### src/rtl/game_select_ctrl.sv
// game_select_ctrl
//   Top-level sequencer that shares one VGA pixel-write port, the buttons and
//   the per-game resets among NGAMES game modules. It offers a menu to pick a
//   game, clears the screen before and after each game, and holds every game
//   that is not running in reset.
//
//   All outputs are registered. The pixel port shows what the current state
//   produced one cycle earlier: a clear-sweep pixel, the running game's pixel,
//   or nothing. Because the pixel lags by one cycle, the running game's write
//   in its last RUN cycle still reaches the plotter in the first CLEAR_OUT
//   cycle, and the sweep's write at (XMAX,YMAX) appears in the first cycle
//   after the sweep state.
//
// Ports
//   Clock, Reset             clock, synchronous active-high reset
//   KeyLeft/Right/Select     raw button levels
//   GameQuit[NGAMES]         per-game quit request (level)
//   GameX/GameY/GameCol      packed per-game pixel fields, game i at [i*W +: W]
//   GameWrite[NGAMES]        per-game pixel write strobe
//   GameReset[NGAMES]        per-game reset, 1 = held in reset
//   GameLeft/GameRight       button levels passed to the running game
//   VGAx/VGAy/VGAcol/VGAwrite  pixel write port to the plotter
//   Cursor                   highlighted or running game index
//   State                    00 MENU, 01 CLEAR_IN, 10 RUN, 11 CLEAR_OUT
module game_select_ctrl #(
  parameter int NGAMES = 2,
  parameter int SELW   = 3,
  parameter int XW     = 8,
  parameter int YW     = 7,
  parameter int CW     = 3,
  parameter int XMAX   = 159,
  parameter int YMAX   = 119
) (
  input  logic                 Clock,
  input  logic                 Reset,
  input  logic                 KeyLeft,
  input  logic                 KeyRight,
  input  logic                 KeySelect,
  input  logic [NGAMES-1:0]    GameQuit,
  input  logic [NGAMES*XW-1:0] GameX,
  input  logic [NGAMES*YW-1:0] GameY,
  input  logic [NGAMES*CW-1:0] GameCol,
  input  logic [NGAMES-1:0]    GameWrite,
  output logic [NGAMES-1:0]    GameReset,
  output logic                 GameLeft,
  output logic                 GameRight,
  output logic [XW-1:0]        VGAx,
  output logic [YW-1:0]        VGAy,
  output logic [CW-1:0]        VGAcol,
  output logic                 VGAwrite,
  output logic [SELW-1:0]      Cursor,
  output logic [1:0]           State
);

  typedef enum logic [1:0] {
    MENU      = 2'b00,
    CLEAR_IN  = 2'b01,
    RUN       = 2'b10,
    CLEAR_OUT = 2'b11
  } state_t;

  state_t          st, st_nxt;
  logic [SELW-1:0] cur_nxt;
  logic            prev_l, prev_r, prev_s;
  logic            edge_l, edge_r, edge_s;
  logic [XW-1:0]   sx;
  logic [YW-1:0]   sy;
  logic            sweep_last;
  logic            clearing;

  // running game's fields, selected by Cursor
  logic [XW-1:0]   g_x;
  logic [YW-1:0]   g_y;
  logic [CW-1:0]   g_col;
  logic            g_wr;
  logic            g_quit;
  logic [NGAMES-1:0] grst_nxt;

  assign edge_l     = KeyLeft   & ~prev_l;
  assign edge_r     = KeyRight  & ~prev_r;
  assign edge_s     = KeySelect & ~prev_s;
  assign clearing   = (st == CLEAR_IN) || (st == CLEAR_OUT);
  assign sweep_last = (sx == XW'(XMAX)) && (sy == YW'(YMAX));
  assign State      = st;

  always_comb begin
    g_x    = '0;
    g_y    = '0;
    g_col  = '0;
    g_wr   = 1'b0;
    g_quit = 1'b0;
    for (int i = 0; i < NGAMES; i++) begin
      if (Cursor == SELW'(i)) begin
        g_x    = GameX[i*XW +: XW];
        g_y    = GameY[i*YW +: YW];
        g_col  = GameCol[i*CW +: CW];
        g_wr   = GameWrite[i];
        g_quit = GameQuit[i];
      end
    end
  end

  // Next state and cursor. Select wins over Left/Right in the menu; opposite
  // Left/Right edges in the same cycle cancel.
  always_comb begin
    st_nxt  = st;
    cur_nxt = Cursor;
    case (st)
      MENU: begin
        if (edge_s) begin
          st_nxt = CLEAR_IN;
        end else if (edge_l && !edge_r) begin
          cur_nxt = (Cursor == '0) ? SELW'(NGAMES - 1) : Cursor - SELW'(1);
        end else if (edge_r && !edge_l) begin
          cur_nxt = (Cursor == SELW'(NGAMES - 1)) ? '0 : Cursor + SELW'(1);
        end
      end
      CLEAR_IN:  if (sweep_last) st_nxt = RUN;
      RUN:       if (edge_s || g_quit) st_nxt = CLEAR_OUT;
      CLEAR_OUT: if (sweep_last) st_nxt = MENU;
      default:   st_nxt = MENU;
    endcase
  end

  // Only the running game is released, and only while the next state is RUN.
  always_comb begin
    grst_nxt = '1;
    for (int i = 0; i < NGAMES; i++) begin
      if ((st_nxt == RUN) && (Cursor == SELW'(i))) grst_nxt[i] = 1'b0;
    end
  end

  always_ff @(posedge Clock) begin
    if (Reset) begin
      st        <= MENU;
      Cursor    <= '0;
      prev_l    <= 1'b0;
      prev_r    <= 1'b0;
      prev_s    <= 1'b0;
      sx        <= '0;
      sy        <= '0;
      GameReset <= '1;
      GameLeft  <= 1'b0;
      GameRight <= 1'b0;
      VGAx      <= '0;
      VGAy      <= '0;
      VGAcol    <= '0;
      VGAwrite  <= 1'b0;
    end else begin
      st        <= st_nxt;
      Cursor    <= cur_nxt;
      // edge registers sample in every state so a key held through a sweep
      // does not produce a press afterwards
      prev_l    <= KeyLeft;
      prev_r    <= KeyRight;
      prev_s    <= KeySelect;
      GameReset <= grst_nxt;
      GameLeft  <= (st_nxt == RUN) ? KeyLeft  : 1'b0;
      GameRight <= (st_nxt == RUN) ? KeyRight : 1'b0;

      // sweep counters: raster order, back to (0,0) after the last pixel
      if (clearing) begin
        if (sx == XW'(XMAX)) begin
          sx <= '0;
          sy <= sweep_last ? '0 : sy + YW'(1);
        end else begin
          sx <= sx + XW'(1);
        end
      end else begin
        sx <= '0;
        sy <= '0;
      end

      // pixel port
      if (clearing) begin
        VGAx     <= sx;
        VGAy     <= sy;
        VGAcol   <= '0;
        VGAwrite <= 1'b1;
      end else if (st == RUN) begin
        VGAx     <= g_x;
        VGAy     <= g_y;
        VGAcol   <= g_col;
        VGAwrite <= g_wr;
      end else begin
        VGAx     <= '0;
        VGAy     <= '0;
        VGAcol   <= '0;
        VGAwrite <= 1'b0;
      end
    end
  end

endmodule

### config.mk
export PLATFORM = sky130hd
export DESIGN_NAME = game_select_ctrl
export DESIGN_NICKNAME = d
export VERILOG_FILES = /design/src/rtl/game_select_ctrl.sv
export SDC_FILE = /design/constraint.sdc
export NUM_CORES = 1
export LEC_CHECK = 0
export ABC_AREA = 1
export CAP_MARGIN = 0
export CORE_UTILIZATION = 44
export DETAILED_ROUTE_END_ITERATION = 7
export MAX_ROUTING_LAYER = met4
export PLACE_DENSITY_LB_ADDON = 0.12
export SETUP_SLACK_MARGIN = 0.4
export SYNTH_ARGS = -nofsm -noshare
export SYNTH_HDL_FRONTEND = slang
export SYNTH_SLANG_ARGS = --single-unit
### constraint.sdc
create_clock -name Clock -period 2 [get_ports Clock]
set_input_delay 0.2 -clock Clock [delete_from_list [all_inputs] [get_ports Clock]]
set_output_delay 0.2 -clock Clock [all_outputs]
set_load 0.05 [all_outputs]
## After elaboration in Yosys (flattened, before gate mapping)

Cells that the tools add are included.

| cells by class | value |
|---|---|
| $add $sub $neg | 4 |
| equality and inequality tests | 7 |
| mux-type cells | 28 |
| bitwise operators | 10 |
| reduce and logical (&&, ||, !) cells | 17 |

Operators with widths:

| operator | number |
|---|---|
| $mux 7 | 5 |
| $mux 8 | 4 |
| $mux 3 | 6 |
| $add 8x1->8 const B | 1 |
| $eq 8x8->1 const B | 1 |
| $mux 1 | 8 |
| $mux 2 | 4 |
| $pmux 2 s4 | 1 |
| $add 7x1->7 const B | 1 |
| $eq 7x7->1 const B | 1 |
| $not 1->1 | 7 |
| $eq 2x2->1 const B | 3 |
| $reduce_or 3->1 | 2 |
| $logic_and 1x1->1 | 5 |
| $reduce_or 2->1 | 2 |
| $add 3x1->3 const B | 1 |
| $and 1x1->1 | 3 |
| $eq 3x1->1 const B | 1 |
| $logic_not 3->1 | 1 |
| $reduce_and 3->1 | 1 |
| $sub 3x1->3 const B | 1 |
| $eq 2x1->1 const B | 1 |
| $logic_not 1->1 | 2 |
| $logic_not 2->1 | 1 |
| 2 further kinds | 3 |

| storage, ports and cells | value |
|---|---|
| register bits | 46 |
| bits of input ports | 45 |
| output and inout bits | 28 |
| word-level logic and storage cells | 80 |

## Longest topological paths before layout

| depth | value |
|---|---|
| word-level depth | 9 |
| gate-level depth with buffers | 9 |
| gate-level depth less buffers | 9 |

## Worst setup path before layout

No wires, ideal clock.

| timing path | value |
|---|---|
| kind | reg2reg |
| from | register Cursor[2] |
| to | register VGAx[5] |
| setup time | 126 ps |
| data arrival time | 1431 ps |
| required time | 1874 ps |
| slack | 443 ps |
| cell stages (with the launch flop) | 8 |
| buffers on the path | 1 |
| period minus slack after synthesis | 1557 ps |
| cell sequence | dfxtp_1 -> inv_1 -> nand3_1 -> inv_1 -> buf_2 -> a22o_1 -> nand3_1 -> o21ai_0 |

| between the ends | value |
|---|---|
| cells in the longest elaborated chain, start to end | 5 |
| elaborated cells on any way between the ends | 6 |
| classes of those cells | eq/ne: 1; mux: 4; reduce/logical: 1 |

RTL lines:

| item | RTL line | source |
|---|---|---|
| start, declared | 51 | `output logic [SELW-1:0] Cursor,` |
| start signal, assigned | 151 | `Cursor <= cur_nxt;` |
| $logic_not 3->1 | 93 | `if (Cursor == SELW'(i)) begin` |
| $mux 8 | 93 |  |
| $mux 8 * | 93 |  |
| $mux 8 * | 180 | `end else if (st == RUN) begin` |
| $mux 8 * | 175 | `if (clearing) begin` |
| end signal, assigned | 181 | `VGAx <= g_x;` |
| end, declared | 47 | `output logic [XW-1:0] VGAx,` |

Every way passes the cells marked *; elsewhere a longest branch is shown, timed or not.
A chain may end at the register's enable or synchronous reset.

## Worst setup path after layout

| timing path | value |
|---|---|
| from | input port KeyLeft |
| to | register Cursor[2] |

| between the ends | value |
|---|---|
| cells in the longest elaborated chain, start to end | 5 |
| elaborated cells on any way between the ends | 7 |
| classes of those cells | mux: 1; bitwise: 1; reduce/logical: 5 |

RTL lines:

| item | RTL line | source |
|---|---|---|
| start, declared | 36 | `input logic KeyLeft,` |
| $and 1x1->1 * | 79 | `assign edge_l = KeyLeft & ~prev_l;` |
| $logic_not 1->1 | 114 | `end else if (edge_r && !edge_l) begin` |
| $logic_and 1x1->1 | 114 |  |
| $reduce_bool 2->1 (no source line) | - |  |
| $reduce_and 3->1 (no source line) | - |  |

Marks and branches as above.

==> Implementation_results.wiki <==
{| class="wikitable"
! Metric !! Value
|-
| Minimum period implied by the final worst setup slack || 1.56 ns
|-
| Initial standard-cell utilization of the core || 46.0%
|-
| Number of nets at the end of the flow || 380
|-
| Highest metal layer with signal wires || met4
|-
| Cell type of the slowest stage on the worst timing path || sky130_fd_sc_hd__clkdlybuf4s50_1
|-
| Chip Height || 69.7 um
|-
| PD cells || 650 nW/um^2
|-
| Gate count after technology mapping || 254
|-
| HPWL after DPL || 3.62 mm
|-
| WL per Instance || 13.3 um
|-
| Sum of routed wire segments on met1 || 2.21 mm
|-
| Dominant combinational cell family by area after synthesis || simple AND/OR/NAND/NOR gates
|-
| Post-Synthesis Mean Instance Area || 7.94 um^2
|-
| Final period util || 78.2%
|-
| Worst stage delay on the critical path || 0.47 ns
|-
| Seq/Total Area, Yosys || 45.7%
|-
| Max Cap Violations || 0
|-
| Outcome || complete, no violations
|-
| Top cells by area in the synthesized netlist || sky130_fd_sc_hd__dfxtp_1 (46%), sky130_fd_sc_hd__nand2_1 (7.6%), sky130_fd_sc_hd__nand3_1 (5.2%)
|-
| Worst-path maximum fanout || 5
|-
| Total clock buffers created by CTS || 5
|-
| Final TNS setup || 0 ns
|-
| Number of enable flip-flop cells after synthesis || 0
|-
| Most common cell in the netlist || sky130_fd_sc_hd__dfxtp_1
|-
| Most frequent cells after synthesis || sky130_fd_sc_hd__dfxtp_1 (46), sky130_fd_sc_hd__nand2_1 (41), sky130_fd_sc_hd__inv_1 (27)
|-
| Hold-fix buffers, CTS || 0
|-
| Worst endpoint required time || 2.21 ns
|-
| Number of fill cells in the layout || 385
|-
| CORE AREA || 4380 um^2
|-
| Top-area cell type share of the netlist area || 45.7%
|-
| XOR/XNOR Fraction of Synth Area || 2.17%
|-
| GRT Util Overall || 22.9%
|-
| Cell type contributing the most total cell area after synthesis || sky130_fd_sc_hd__dfxtp_1
|-
| Number of optimization iterations in the first detailed-route pass || 4
|-
| Drt first-iter violations || 110
|-
| Setup repair after global routing missed its margin || yes
|-
| Metal3 WL || 465 um
|-
| Layout area overhead || 47.7%
|-
| Site row count || 24
|-
| CP Launch Type || input port
|-
| Vias in the first global route || 1927
|-
| Fraction of layout instances using a drive strength above 1 || 13.2%
|-
| Cell variety after synth || 33
|-
| H-tree depth || 2
|-
| Remaining antenna violation count after routing || 0
|-
| DR vias || 2017
|-
| Yosys warning count || 0
|-
| Clock-pin slew of the registers on the worst-case setup and hold paths || 0.09 ns
|-
| Maximum clock insertion buffer count || 2
|-
| Synthesized-area fraction occupied by ao, oa, aoi and oai cells || 15.9%
|-
| Root Driver || sky130_fd_sc_hd__clkbuf_8
|-
| Critical Path End Type || flip-flop
|-
| Number of buffer cells added on primary ports || 72
|-
| Share of synthesized cell area in full adder, half adder and majority cells || 1.86%
|-
| Cell area after synthesis || 2020 um^2
|-
| Endpoints failing hold || 0
|-
| Final core utilization || 67.9%
|-
| # clock sinks || 46
|-
| Die Span X || 69.7 um
|-
| Relative slew margins || 63.7%
|-
| Count of inserted antenna diode cells || 0
|-
| Total detailed-routing wirelength || 5.13 mm
|-
| Fin Clk Skew || 0.00325 ns
|-
| Critical Path Most Common Cell || sky130_fd_sc_hd__nor2_1
|-
| CTS tree || built
|-
| Maximum achievable frequency || 640 MHz
|-
| Final Power || 1.93 mW
|-
| Synthesized-area fraction occupied by and/or/nand/nor cells || 26.9%
|-
| FFs w/ async S/R, synth || 0%
|-
| Synthesized net count || 302
|-
| Min-Delay Path Class || in -> reg
|-
| Final number of setup-violating endpoints || 0
|-
| Worst skew pair latency || 0.31 ns
|-
| Remaining design rule violation count || 0
|-
| Design area || 2980 um^2
|-
| Grt total ovfl || 0
|-
| Number of synthesized register bits || 46
|-
| Number of antenna violations at the first check in global routing || 0
|-
| Floorplan die area || 4860 um^2
|-
| Mux cell area share after synthesis || 0%
|-
| Dominant register cell in the synthesized netlist || sky130_fd_sc_hd__dfxtp_1
|-
| Placed standard-cell area || 2810 um^2
|-
| Critical path type || in -> reg
|-
| Hold_ws || 0.426 ns
|-
| Arrival time at the worst endpoint || 1.77 ns
|-
| Worst-case register-to-register setup slack || 0.52 ns
|-
| Global placement routability congestion || 0.864
|-
| Via/cell ratio || 5.24
|-
| Critical path, cell by cell || clkdlybuf4s50_1 -> inv_1 -> nor2_1 -> ha_4 -> nor2_4 -> nand2_2 -> nor3_2 -> xor2_1 -> nor2_1
|-
| Maximum number of pins on one net before global-route repair || 15
|-
| Wire length of the first global-routing pass || 8.58 mm
|-
| Worst-case vdd ir drop || 0.350 mV
|-
| Worst Tran Pin Value || 0.546 ns
|-
| Pleak || 1.32 nW
|-
| Max-slew violations || 0
|-
| Boundary pin count || 73
|-
| Met2 wire len || 2.34 mm
|}
[worst paths after layout]
check | startpoint | to | cells after the start
worst min register to register | sx[0]$_SDFF_PP0_ | sx[0]$_SDFF_PP0_ | 1
worst max-delay path | KeyLeft | Cursor[2]$_SDFFE_PP0P_ | 9
worst min-delay path | KeySelect | prev_s$_SDFF_PP0_ | 3
worst max register to register | prev_r$_SDFF_PP0_ | Cursor[2]$_SDFFE_PP0P_ | 7
[timing repair]
item,4_1_cts,5_1_grt
endpoints found under the hold margin,0,0
pin swaps,0,3
setup buffers,0,1
setup endpoints to repair,27,21
gates resized for setup,27,17
[cell families after synthesis]
kind of cell / after synthesis
DFF: 46
xor gates and xnor gates: 5
adders and majority gates: 3
buffers and inverters: 39
AOI/OAI and AO/OA: 50
and+or+nand+nor: 111
[per-layer routing]
layer	vias up	GRT usage, %
li1	997	-
met4	0	9.56
met5	-	-
met2	95	35.8
met1	914	27.3
met3	11	7.41
[worst max-delay path: cells and delay by family]
kind | cells | cell delay (ns)
and+or+nand+nor | 5 | 0.63
xor gates and xnor gates | 1 | 0.16
adders and majority gates | 1 | 0.24
buffers and inverters | 2 | 0.54
[where the power goes]
| part | internal, mW | leakage (nW) | switching (mW) |
|---|---|---|---|
| Clock | 0.368 | 0.0579 | 0.323 |
| Combinational | 0.158 | 0.891 | 0.150 |
| Sequential | 0.926 | 0.372 | 0.0100 |
[metrics by stage]
stage / cells / setup WS [ns]
floorplan: 254 / 0.443
global placement: 376 / 0.0724
detailed placement: 376 / 0.0512
CTS: 384 / 0.401
global route: 385 / 0.351
finish: 385 / 0.436
[final cells by class]
class	count	area (um^2)	area share, %
clock buffers	5	68.8	2.31
clock inverters	3	40.0	1.35
inverters	32	124	4.16
multi-input cells	169	1010	33.8
flip-flops and latches	46	921	30.9
well taps	52	65.1	2.19
repair buffers	78	751	25.2
[layout by cell type (no fill, tap or decap), types with 4 or more instances in the layout]
cell / count
sky130_fd_sc_hd__xor2_1: 4
sky130_fd_sc_hd__a21oi_1: 13
sky130_fd_sc_hd__nor2_1: 23
sky130_fd_sc_hd__clkdlybuf4s50_1: 44
sky130_fd_sc_hd__inv_1: 24
sky130_fd_sc_hd__clkbuf_8: 5
sky130_fd_sc_hd__inv_2: 7
sky130_fd_sc_hd__o21ai_0: 15
sky130_fd_sc_hd__buf_4: 5
sky130_fd_sc_hd__nand4_1: 7
sky130_fd_sc_hd__nand2_2: 4
sky130_fd_sc_hd__nand3_1: 21
sky130_fd_sc_hd__a22o_1: 12
sky130_fd_sc_hd__dfxtp_1: 46
sky130_fd_sc_hd__nand2_1: 40
sky130_fd_sc_hd__dlygate4sd2_1: 26
[state kept, by name (all words and copies together), names as in the netlist, 2 cells and up]
register and count:
Cursor 3, GameReset 2, State 2, VGAcol 3, VGAx 8, VGAy 7
sx 8, sy 7
No activity file was read; power rests on OpenSTA's default activity.
